`src/rtl/axi_s2mm_ring_pkg.sv`:
```
// rtl/axi_s2mm_ring_pkg.sv - shared states, response codes and length alignment for the s2mm ring controller
package axi_s2mm_ring_pkg;

    typedef enum logic [2:0] {
        ST_IDLE,
        ST_CHECK,
        ST_SPACE,
        ST_TRIG,
        ST_WAIT,
        ST_COMMIT,
        ST_ERR
    } ring_state_t;

    localparam logic [1:0] RESP_NONE   = 2'd0;
    localparam logic [1:0] RESP_OKAY   = 2'd1;
    localparam logic [1:0] RESP_SLVERR = 2'd2;
    localparam logic [1:0] RESP_DECERR = 2'd3;

    // Ring footprint of a packet: (len_m1 + align) floored to an align multiple,
    // which equals the byte count rounded up to the next align multiple.
    function automatic logic [16:0] align_len(input logic [15:0] len_m1, input logic [16:0] align);
        logic [16:0] sum;
        sum = {1'b0, len_m1} + align;
        return sum & ~(align - 17'd1);
    endfunction

endpackage

```
`src/rtl/ring_space_calc.sv`:
```
// rtl/ring_space_calc.sv - combinational tail-fit, wrap and free-space admission check for the ring
module ring_space_calc #(
    parameter int C_RING_BITS = 20
) (
    input  logic [C_RING_BITS-1:0] wr,
    input  logic [C_RING_BITS-1:0] rd,
    input  logic [C_RING_BITS-1:0] size,
    input  logic [16:0]            alen,
    output logic                   fits,
    output logic                   wrap,
    output logic                   ok
);

    localparam int W = C_RING_BITS + 1;

    logic [W-1:0] wr_w;
    logic [W-1:0] rd_w;
    logic [W-1:0] size_w;
    logic [W-1:0] alen_w;
    logic [W-1:0] free;

    assign wr_w   = {1'b0, wr};
    assign rd_w   = {1'b0, rd};
    assign size_w = {1'b0, size};
    assign alen_w = W'(alen);

    assign fits = (alen_w <= size_w - wr_w);
    assign wrap = ~fits;

    // One byte is always kept free so that rd == wr unambiguously means empty.
    always_comb begin
        free = '0;
        ok   = 1'b0;
        if (rd_w > wr_w)
            free = rd_w - wr_w - 1'b1;
        else
            free = size_w - wr_w + rd_w - 1'b1;
        if (fits)
            ok = (alen_w <= free);
        else
            ok = (rd_w == wr_w) || ((rd_w < wr_w) && (alen_w < rd_w));
    end

endmodule

```
`src/rtl/axi_s2mm_ring_ctrl.sv`:
```
// rtl/axi_s2mm_ring_ctrl.sv - ring-buffer command sequencer for axi_s2mm_io (optional counters: AXI_S2MM_RING_STATS_EN)
module axi_s2mm_ring_ctrl
    import axi_s2mm_ring_pkg::*;
#(
    parameter int C_AXI_ADDR_WIDTH = 64,
    parameter int C_RING_BITS      = 20,
    parameter int C_ALIGN          = 16
) (
    input  logic                        clk,
    input  logic                        rst_n,
    input  logic                        enable,
    input  logic [C_AXI_ADDR_WIDTH-1:0] ring_base,
    input  logic [C_RING_BITS-1:0]      ring_size,
    input  logic [C_RING_BITS-1:0]      read_ptr,
    input  logic [15:0]                 s_len_tdata,
    input  logic                        s_len_tvalid,
    output logic                        s_len_tready,
    output logic                        io_trigger,
    output logic [C_AXI_ADDR_WIDTH-1:0] io_start_addr,
    output logic [15:0]                 io_bytes_to_write,
    input  logic                        io_busy,
    input  logic [1:0]                  io_response,
    output logic [C_RING_BITS-1:0]      write_ptr,
    output logic [C_RING_BITS-1:0]      wrap_mark,
    output logic                        pkt_done,
`ifdef AXI_S2MM_RING_STATS_EN
    output logic [31:0]                 stat_packets,
    output logic [47:0]                 stat_bytes,
`endif
    output logic                        error
);

    localparam int RW = C_RING_BITS + 1;

    ring_state_t            state;
    ring_state_t            state_nxt;
    logic [15:0]            len_q;
    logic [16:0]            alen;
    logic [C_RING_BITS-1:0] target_q;
    logic                   wrap_q;
    logic                   busy_seen;
    logic                   fits;
    logic                   wrap;
    logic                   space_ok;
    logic                   too_big;
    logic [RW-1:0]          commit_sum;
    logic [C_RING_BITS-1:0] commit_ptr;

    assign alen       = align_len(len_q, 17'(C_ALIGN));
    assign too_big    = (RW'(alen) >= {1'b0, ring_size});
    assign commit_sum = {1'b0, target_q} + RW'(alen);
    assign commit_ptr = (commit_sum == {1'b0, ring_size}) ? '0 : commit_sum[C_RING_BITS-1:0];

    ring_space_calc #(
        .C_RING_BITS(C_RING_BITS)
    ) u_space (
        .wr  (write_ptr),
        .rd  (read_ptr),
        .size(ring_size),
        .alen(alen),
        .fits(fits),
        .wrap(wrap),
        .ok  (space_ok)
    );

    // State register.
    always_ff @(posedge clk or negedge rst_n) begin
        if (!rst_n)
            state <= ST_IDLE;
        else
            state <= state_nxt;
    end

    // Next-state decode and single-cycle handshake/pulse outputs.
    always_comb begin
        state_nxt    = state;
        s_len_tready = 1'b0;
        io_trigger   = 1'b0;
        pkt_done     = 1'b0;
        case (state)
            ST_IDLE: begin
                s_len_tready = enable & ~error;
                if (enable && !error && s_len_tvalid)
                    state_nxt = ST_CHECK;
            end
            ST_CHECK: begin
                state_nxt = too_big ? ST_ERR : ST_SPACE;
            end
            ST_SPACE: begin
                // A disabled block drops the pending descriptor rather than trigger.
                if (!enable)
                    state_nxt = ST_IDLE;
                else if (space_ok && !io_busy)
                    state_nxt = ST_TRIG;
            end
            ST_TRIG: begin
                io_trigger = 1'b1;
                state_nxt  = ST_WAIT;
            end
            ST_WAIT: begin
                if (busy_seen && !io_busy) begin
                    case (io_response)
                        RESP_NONE, RESP_OKAY:     state_nxt = ST_COMMIT;
                        RESP_SLVERR, RESP_DECERR: state_nxt = ST_ERR;
                        default:                  state_nxt = ST_COMMIT;
                    endcase
                end
            end
            ST_COMMIT: begin
                pkt_done  = 1'b1;
                state_nxt = ST_IDLE;
            end
            ST_ERR: begin
                if (!enable)
                    state_nxt = ST_IDLE;
            end
            default: state_nxt = ST_IDLE;
        endcase
    end

    // Descriptor latch, placement decision, command outputs, pointer commit and sticky error.
    always_ff @(posedge clk or negedge rst_n) begin
        if (!rst_n) begin
            len_q             <= '0;
            target_q          <= '0;
            wrap_q            <= 1'b0;
            busy_seen         <= 1'b0;
            io_start_addr     <= '0;
            io_bytes_to_write <= '0;
            write_ptr         <= '0;
            wrap_mark         <= '0;
            error             <= 1'b0;
        end else begin
            if (state == ST_IDLE && state_nxt == ST_CHECK)
                len_q <= s_len_tdata;

            if (state == ST_CHECK) begin
                target_q <= fits ? write_ptr : '0;
                wrap_q   <= wrap;
            end

            if (state == ST_SPACE && state_nxt == ST_TRIG) begin
                io_start_addr     <= ring_base + C_AXI_ADDR_WIDTH'(target_q);
                io_bytes_to_write <= len_q;
            end

            if (state == ST_TRIG)
                busy_seen <= 1'b0;
            else if (state == ST_WAIT && io_busy)
                busy_seen <= 1'b1;

            if (state == ST_COMMIT) begin
                write_ptr <= commit_ptr;
                if (wrap_q)
                    wrap_mark <= write_ptr;
            end

            if ((state == ST_CHECK && too_big) || (state == ST_WAIT && state_nxt == ST_ERR))
                error <= 1'b1;
            else if (!enable && (state == ST_ERR || state == ST_IDLE))
                error <= 1'b0;
        end
    end

`ifdef AXI_S2MM_RING_STATS_EN
    // Committed packet and byte counters.
    always_ff @(posedge clk or negedge rst_n) begin
        if (!rst_n) begin
            stat_packets <= '0;
            stat_bytes   <= '0;
        end else if (state == ST_COMMIT) begin
            stat_packets <= stat_packets + 32'd1;
            stat_bytes   <= stat_bytes + 48'(len_q) + 48'd1;
        end
    end
`endif

endmodule

```
`config.mk`:
```
export PLATFORM = sky130hd
export DESIGN_NAME = axi_s2mm_ring_ctrl
export DESIGN_NICKNAME = d
export VERILOG_FILES = /design/src/rtl/axi_s2mm_ring_pkg.sv /design/src/rtl/ring_space_calc.sv /design/src/rtl/axi_s2mm_ring_ctrl.sv
export SDC_FILE = /design/constraint.sdc
export NUM_CORES = 1
export LEC_CHECK = 0
export CORE_MARGIN = 2
export CORE_UTILIZATION = 45
export DETAILED_ROUTE_END_ITERATION = 16
export PLACE_DENSITY = 0.72
export SYNTH_ARGS = -nofsm -noshare
export SYNTH_HDL_FRONTEND = slang
export SYNTH_SLANG_ARGS = --single-unit
```
`constraint.sdc`:
```
create_clock -name clk -period 6.78 [get_ports clk]
set_input_delay 1.017 -clock clk [delete_from_list [all_inputs] [get_ports clk]]
set_output_delay 1.017 -clock clk [all_outputs]
set_load 0.1 [all_outputs]
```
# --- Word-level counts from Yosys, hierarchy flattened ---
# Index checks and enable logic that the tools add are counted.
word_totals:
  out_inout_bits: 124
  input_bits: 127
  register_bits: 162
  word_cells: 84
op_classes:
  muxes: 19
  add_sub_neg: 8
  eq_ne: 14
  order_cmp: 6
  bitwise_logic: 3
  n_reduce_logical: 24
ops:
  columns: ["operator", "count"]
  rows:
  - ["$add 64x20->64", 1]
  - ["$le 17x21->1", 2]
  - ["$sub 20x20->21", 2]
  - ["$sub 21x1->21 const B", 2]
  - ["$mux 20", 2]
  - ["$add 20x17->21", 1]
  - ["$add 21x20->21", 1]
  - ["$eq 21x20->1", 1]
  - ["$mux 21", 1]
  - ["$eq 20x20->1", 1]
  - ["$ge 17x20->1", 1]
  - ["$gt 20x20->1", 1]
  - ["$lt 17x20->1", 1]
  - ["$lt 20x20->1", 1]
  - ["$mux 3", 6]
  - ["$pmux 3 s6", 1]
  - ["$add 16x5->17 const B", 1]
  - ["$eq 3x3->1 const B", 4]
  - ["$logic_and 1x1->1", 11]
  - ["$eq 3x2->1 const B", 3]
  - ["$mux 1", 8]
  - ["$eq 3x1->1 const B", 2]
  - ["$pmux 3 s2", 1]
  - ["$eq 2x2->1 const B", 2]
  - ["other kinds (10)", 17]

# --- Depth between registers and ports, before layout ---
depth:
  word_depth: 14
  mapped_depth: 31
  ltp_nobuf: 30

# --- Hierarchy ---
# From an unflattened synthesis, not the netlist that was laid out.
hier_totals:
  hier_cells: 1744
  hier_area_um2: 14760.4
by_module_without_submodules:
  columns: ["mod", "cells_each", "instances", "seq_area_each_um2", "area_each_um2"]
  rows:
  - ["axi_s2mm_ring_ctrl", 1059, 1, 4053.9, 9869.5]
  - ["ring_space_calc", 685, 1, 0.0, 4890.9]

# --- Worst setup path before layout ---
# Ideal clock, no wire load.
synth_timing:
  path_kind: "register to register"
  start: "register write_ptr[1]"
  end: "register io_bytes_to_write[0]"
  required_time_ns: 6.654
  path_stages_with_launch: 31
  setup_slack_ns: -0.368
  setup_ns: 0.126
  n_path_buf: 1
  t_arrival_ns: 7.022
  synth_period_minus_slack_ns: 7.148
  path_cell_list: "dfrtp_1 > inv_1 > ha_1 > nor2b_1 > o2111ai_1 > and3_1 > o21bai_1 > a21oi_1 > xor2_1 > ha_1 > inv_1 > ha_1 > a211o_1 > a211o_1 > a22o_1 > o21a_1 > or2_2 > a31oi_1 > xnor2_1 > o21ai_0 > ha_1 > and4_1 > nand3_1 > or4_1 > o21ai_0 > a211oi_1 > a21o_1 > o211a_4 > nor2_8 > buf_12 > mux2_4"
synth_between:
  elab_chain_len: 12
  elab_cells_between_ends: 20
  cone_classes: "add/sub (5); order compare (4); eq/ne (2); mux (5); reduce/logical (4)"
synth_lines:
  columns: ["element", "line_no", "rtl"]
  rows:
  - ["start: declaration", "axi_s2mm_ring_ctrl.sv:23", "output logic [C_RING_BITS-1:0] write_ptr,"]
  - ["start signal: assignment", "axi_s2mm_ring_ctrl.sv:153", "write_ptr <= commit_ptr;"]
  - ["$sub 20x20->21", "ring_space_calc.sv:27, ring_space_calc.sv:37", null]
  - ["$add 21x20->21", "ring_space_calc.sv:37", "free = size_w - wr_w + rd_w - 1'b1;"]
  - ["$sub 21x1->21", "ring_space_calc.sv:37", null]
  - ["$mux 21", "ring_space_calc.sv:34", "if (rd_w > wr_w)"]
  - ["$le 17x21->1", "ring_space_calc.sv:39", "ok = (alen_w <= free);"]
  - ["$mux 1 *", "ring_space_calc.sv:38", "if (fits)"]
  - ["$logic_and 1x1->1 *", "axi_s2mm_ring_ctrl.sv:93", "else if (space_ok && !io_busy)"]
  - ["$mux 3 *", "axi_s2mm_ring_ctrl.sv:93", null]
  - ["$mux 3 *", "axi_s2mm_ring_ctrl.sv:91", "if (!enable)"]
  - ["$pmux 3 s6 *", "axi_s2mm_ring_ctrl.sv:80", "case (state)"]
  - ["$eq 3x2->1 *", "axi_s2mm_ring_ctrl.sv:142", "if (state == ST_SPACE && state_nxt == ST_TRIG) begin"]
  - ["$logic_and 1x1->1 *", "axi_s2mm_ring_ctrl.sv:142", null]
  - ["end signal: assignment", "axi_s2mm_ring_ctrl.sv:144", "io_bytes_to_write <= len_q;"]
  - ["end: declaration", "axi_s2mm_ring_ctrl.sv:20", "output logic [15:0] io_bytes_to_write,"]
# Mark *: on every way between the ends. The rest lies on a longest branch, timed or not.
# A chain may end at the register's enable or synchronous reset.

# --- Final worst setup path ---
layout_timing:
  start: "input ring_size[1]"
  end: "register io_start_addr[46]"
layout_between:
  elab_chain_len: 12
  elab_cells_between_ends: 15
  cone_classes: "add/sub (3); order compare (3); eq/ne (1); mux (6); reduce/logical (2)"
layout_lines:
  columns: ["element", "line_no", "rtl"]
  rows:
  - ["start: declaration", "axi_s2mm_ring_ctrl.sv:13", "input logic [C_RING_BITS-1:0] ring_size,"]
  - ["$sub 20x20->21", "ring_space_calc.sv:27, ring_space_calc.sv:37", null]
  - ["$add 21x20->21", "ring_space_calc.sv:37", null]
  - ["$sub 21x1->21", "ring_space_calc.sv:37", null]
  - ["$mux 21", "ring_space_calc.sv:34", null]
  - ["$le 17x21->1", "ring_space_calc.sv:39", null]
  - ["$mux 1", "ring_space_calc.sv:38", null]
  - ["$logic_and 1x1->1", "axi_s2mm_ring_ctrl.sv:93", null]
  - ["$mux 3", "axi_s2mm_ring_ctrl.sv:93", null]
  - ["$mux 3", "axi_s2mm_ring_ctrl.sv:91", null]
  - ["$pmux 3 s6 *", "axi_s2mm_ring_ctrl.sv:80", null]
  - ["$eq 3x2->1 *", "axi_s2mm_ring_ctrl.sv:142", null]
  - ["$logic_and 1x1->1 *", "axi_s2mm_ring_ctrl.sv:142", null]
  - ["end signal: assignment", "axi_s2mm_ring_ctrl.sv:143", "io_start_addr <= ring_base + C_AXI_ADDR_WIDTH'(target_q);"]
  - ["end: declaration", "axi_s2mm_ring_ctrl.sv:19", "output logic [C_AXI_ADDR_WIDTH-1:0] io_start_addr,"]
# Marks and branches as above.

==> results.cfg <==
[yosys]
synth_xor_area_share_pct = 9.32
synth.area.top_cells = dfrtp_1 28%, ha_1 14%, mux2_4 8.2%
synth_compound_area_share_pct = 18.1
syn_area_per_cell_um2 = 9.14
yosys.area_share.simple_pct = 15.0
yosys_warnings = 0
yosysMostFrequentCell = dfrtp_1
syn_area_mm2 = 0.0145
synth_top_area_share_pct = 27.9
netlist.top_cell.by_area = dfrtp_1
synthCells = 1588
yosysUniqueCellTypes = 88
synth_edf_count = 0
synth_top_family_by_area = compound AO/OA/AOI/OAI gates
synth_nets = 1879
synthAdderAreaFrac_pct = 14.5
synthArstFlopShare_pct = 100
synth_ff_type = dfrtp_1
synth.ff_latch_count = 162
ys_top_cells_by_count = 162 x dfrtp_1, 159 x ha_1, 141 x nand2_1
synthMuxAreaShare_pct = 9.84
seq_area_frac_synth_pct = 27.9

[grt]
grt_pass1_vias = 13431
grt_remaining_overflow = 0
grt_antenna_before_repair = 0
grt_pass1_wl_um = 73000
grt_usage_pct = 27.7
grt_max_degree = 94

[sta]
setup_viol = 0
tightest_slew_ns = 1.15
fin_crit_ns = 6.77
post-route-period-util_pct = 99.9
max_freq_ghz = 0.148
rsz0062_at_grt = yes
max_slew_margin_pct = 23.4
drv_slew = 0
fin_worst_skew_ns = 0.0101
hold_viol = 0
whs_ns = 0.478

[layout]
nets = 2289
num_antenna_cells = 0
drive_above_1_share_pct = 20.3
fin_area_mm2 = 0.0198
area_delta_synth_final_pct = 36.3
nFillCells = 2565

[clock_network]
cts_tree = done
clkSlewWorstSetupHoldPaths_ns = 0.07
cts_buffer_depth = 2
clk_latency_ns = 0.44
cts.sinks = 162
cts-root-buf = clkbuf_16
cts_made_buffers = 17
h-tree-depth = 4

[route]
final_antenna_net_count = 0
drt_iter0_markers = 909
via_per_inst = 5.70
drc = 0
routedWlPerCell_um = 19.8
dr.pass1.iters = 5
totalWireLength_um = 47700
vias = 13763

[floorplanning]
io_pins = 251
initial_core_util_pct = 45.9
die_area_mm2 = 0.0337
die_h_um = 184
core-area_mm2 = 0.0316
row_count = 65
die_w_um = 184

[critical_path]
crit_path_end_kind = register
startpoint_type = input pin
worstSetupPathType = in2reg
crit_path_max_fanout = 6
arrival_ns = 7.10
required_ns = 7.10
slowest_delay_ns = 0.51
cp_slowest_cell = or4_4

[worst_hold_path]
min_path_type = reg2reg

[placed_design]
place.gp.congestion = 0.952
dpl_cell_area_mm2 = 0.0184
numPortBuffers = 249
hpwl_um = 37400

[status]
status = finished, final reports clean

[flow_run]
maxCapViolations = 0
[placed cells by master (no fill, tap or decap), types with 18 or more instances in the layout]
cell type        Yosys  routed
xor2_1              38      37
dfrtp_1            162     156
nor3_1              19      19
nand4_1             33      33
a21o_1              35      35
nor2_1              95      94
mux2_4              79      79
xnor2_1            114     110
inv_1              125     120
o31ai_1             24      24
buf_4                3     173
clkdlybuf4s50_1      0     239
nand3_1             38      36
o21ai_0             86      81
a21oi_1            107     105
nand2_1            141     137
mux2_2              18      18
ha_1               159     142
[stage by stage]
step | setup WS [ns] | util [%] | TNS [ns] | cells
5_1_grt | -0.137 | 62.5 | -5.82 | 2413
2_1_floorplan | 0.00602 | - | 0 | 1588
3_5_place_dp | -0.931 | 58.3 | -72.23 | 2351
3_3_place_gp | -0.825 | 58.3 | -64.26 | 2351
4_1_cts | 0.00220 | 61.9 | 0 | 2403
6_report | 0.00774 | 62.5 | 0 | 2413
[routing by layer]
layer | GRT usage [%] | vias up | share of wire, %
met3 | 3.96 | 66 | 5.6
met2 | 48.0 | 457 | 49
met4 | 9.34 | 0 | 2.9
met5 | 0 | - | 0
li1 | - | 6562 | -
met1 | 35.3 | 6678 | 43
[worst max-delay path, delay by kind of cell]
| kind | cells | cell delay [ns] |
|---|---|---|
| AOI/OAI and AO/OA | 12 | 2.15 |
| muxes | 1 | 0.29 |
| xor gates and xnor gates | 2 | 0.38 |
| and+or+nand+nor | 7 | 1.53 |
| adders and majority gates | 4 | 0.99 |
| buffers and inverters | 6 | 0.71 |
[timing repair]
action,4_1_cts,5_1_grt
pin swaps,41,36
cloned,1,0
setup buffers,19,12
endpoints found under the setup margin,81,81
hold buffers,0,0
resized for setup,67,46
[flip-flops by register name, indices dropped and copies added (netlist names)]
register / count
target_q: 20
io_start_addr: 64
busy_seen: 1
error: 1
len_q: 16
state: 3
write_ptr: 20
wrap_mark: 20
wrap_q: 1
io_bytes_to_write: 16
[kinds of logic after synthesis]
group,Yosys count
adder cells (fa/ha/maj),165
multiplexers,101
buffers and inverters,170
flip-flops,162
AO/OA/AOI/OAI,398
XOR/XNOR,153
AND/OR/NAND/NOR,439
[area by class of cell]
cell class                      count  area, um^2  share of cell area, %
Clock buffer                       22         454                   2.30
Clock inverter                     10         151                  0.765
Inverter                          126         475                   2.40
Multi-Input combinational cell   1256       10200                   51.3
Sequential cell                   162        4060                   20.5
Tap cell                          402         503                   2.54
Timing Repair Buffer              435        3990                   20.2
[path summary, 6_finish.rpt]
check	from	to	slack [ns]	cells past startpoint
setup / recovery	ring_size[1]	io_start_addr[46]	0.008	32
hold / removal	wrap_mark[17]	wrap_mark[17]	0.48	2
setup reg to reg	write_ptr[1]	io_start_addr[46]	0.09	32
hold reg to reg	wrap_mark[17]	wrap_mark[17]	0.48	2
max in group asynchronous	rst_n	len_q[10]	4.66	2
min in group asynchronous	rst_n	io_start_addr[2]	0.67	1
Power is left out: the tool's default activity adds up to more than one toggle a clock period on the data nets, which glitch-free logic cannot reach.
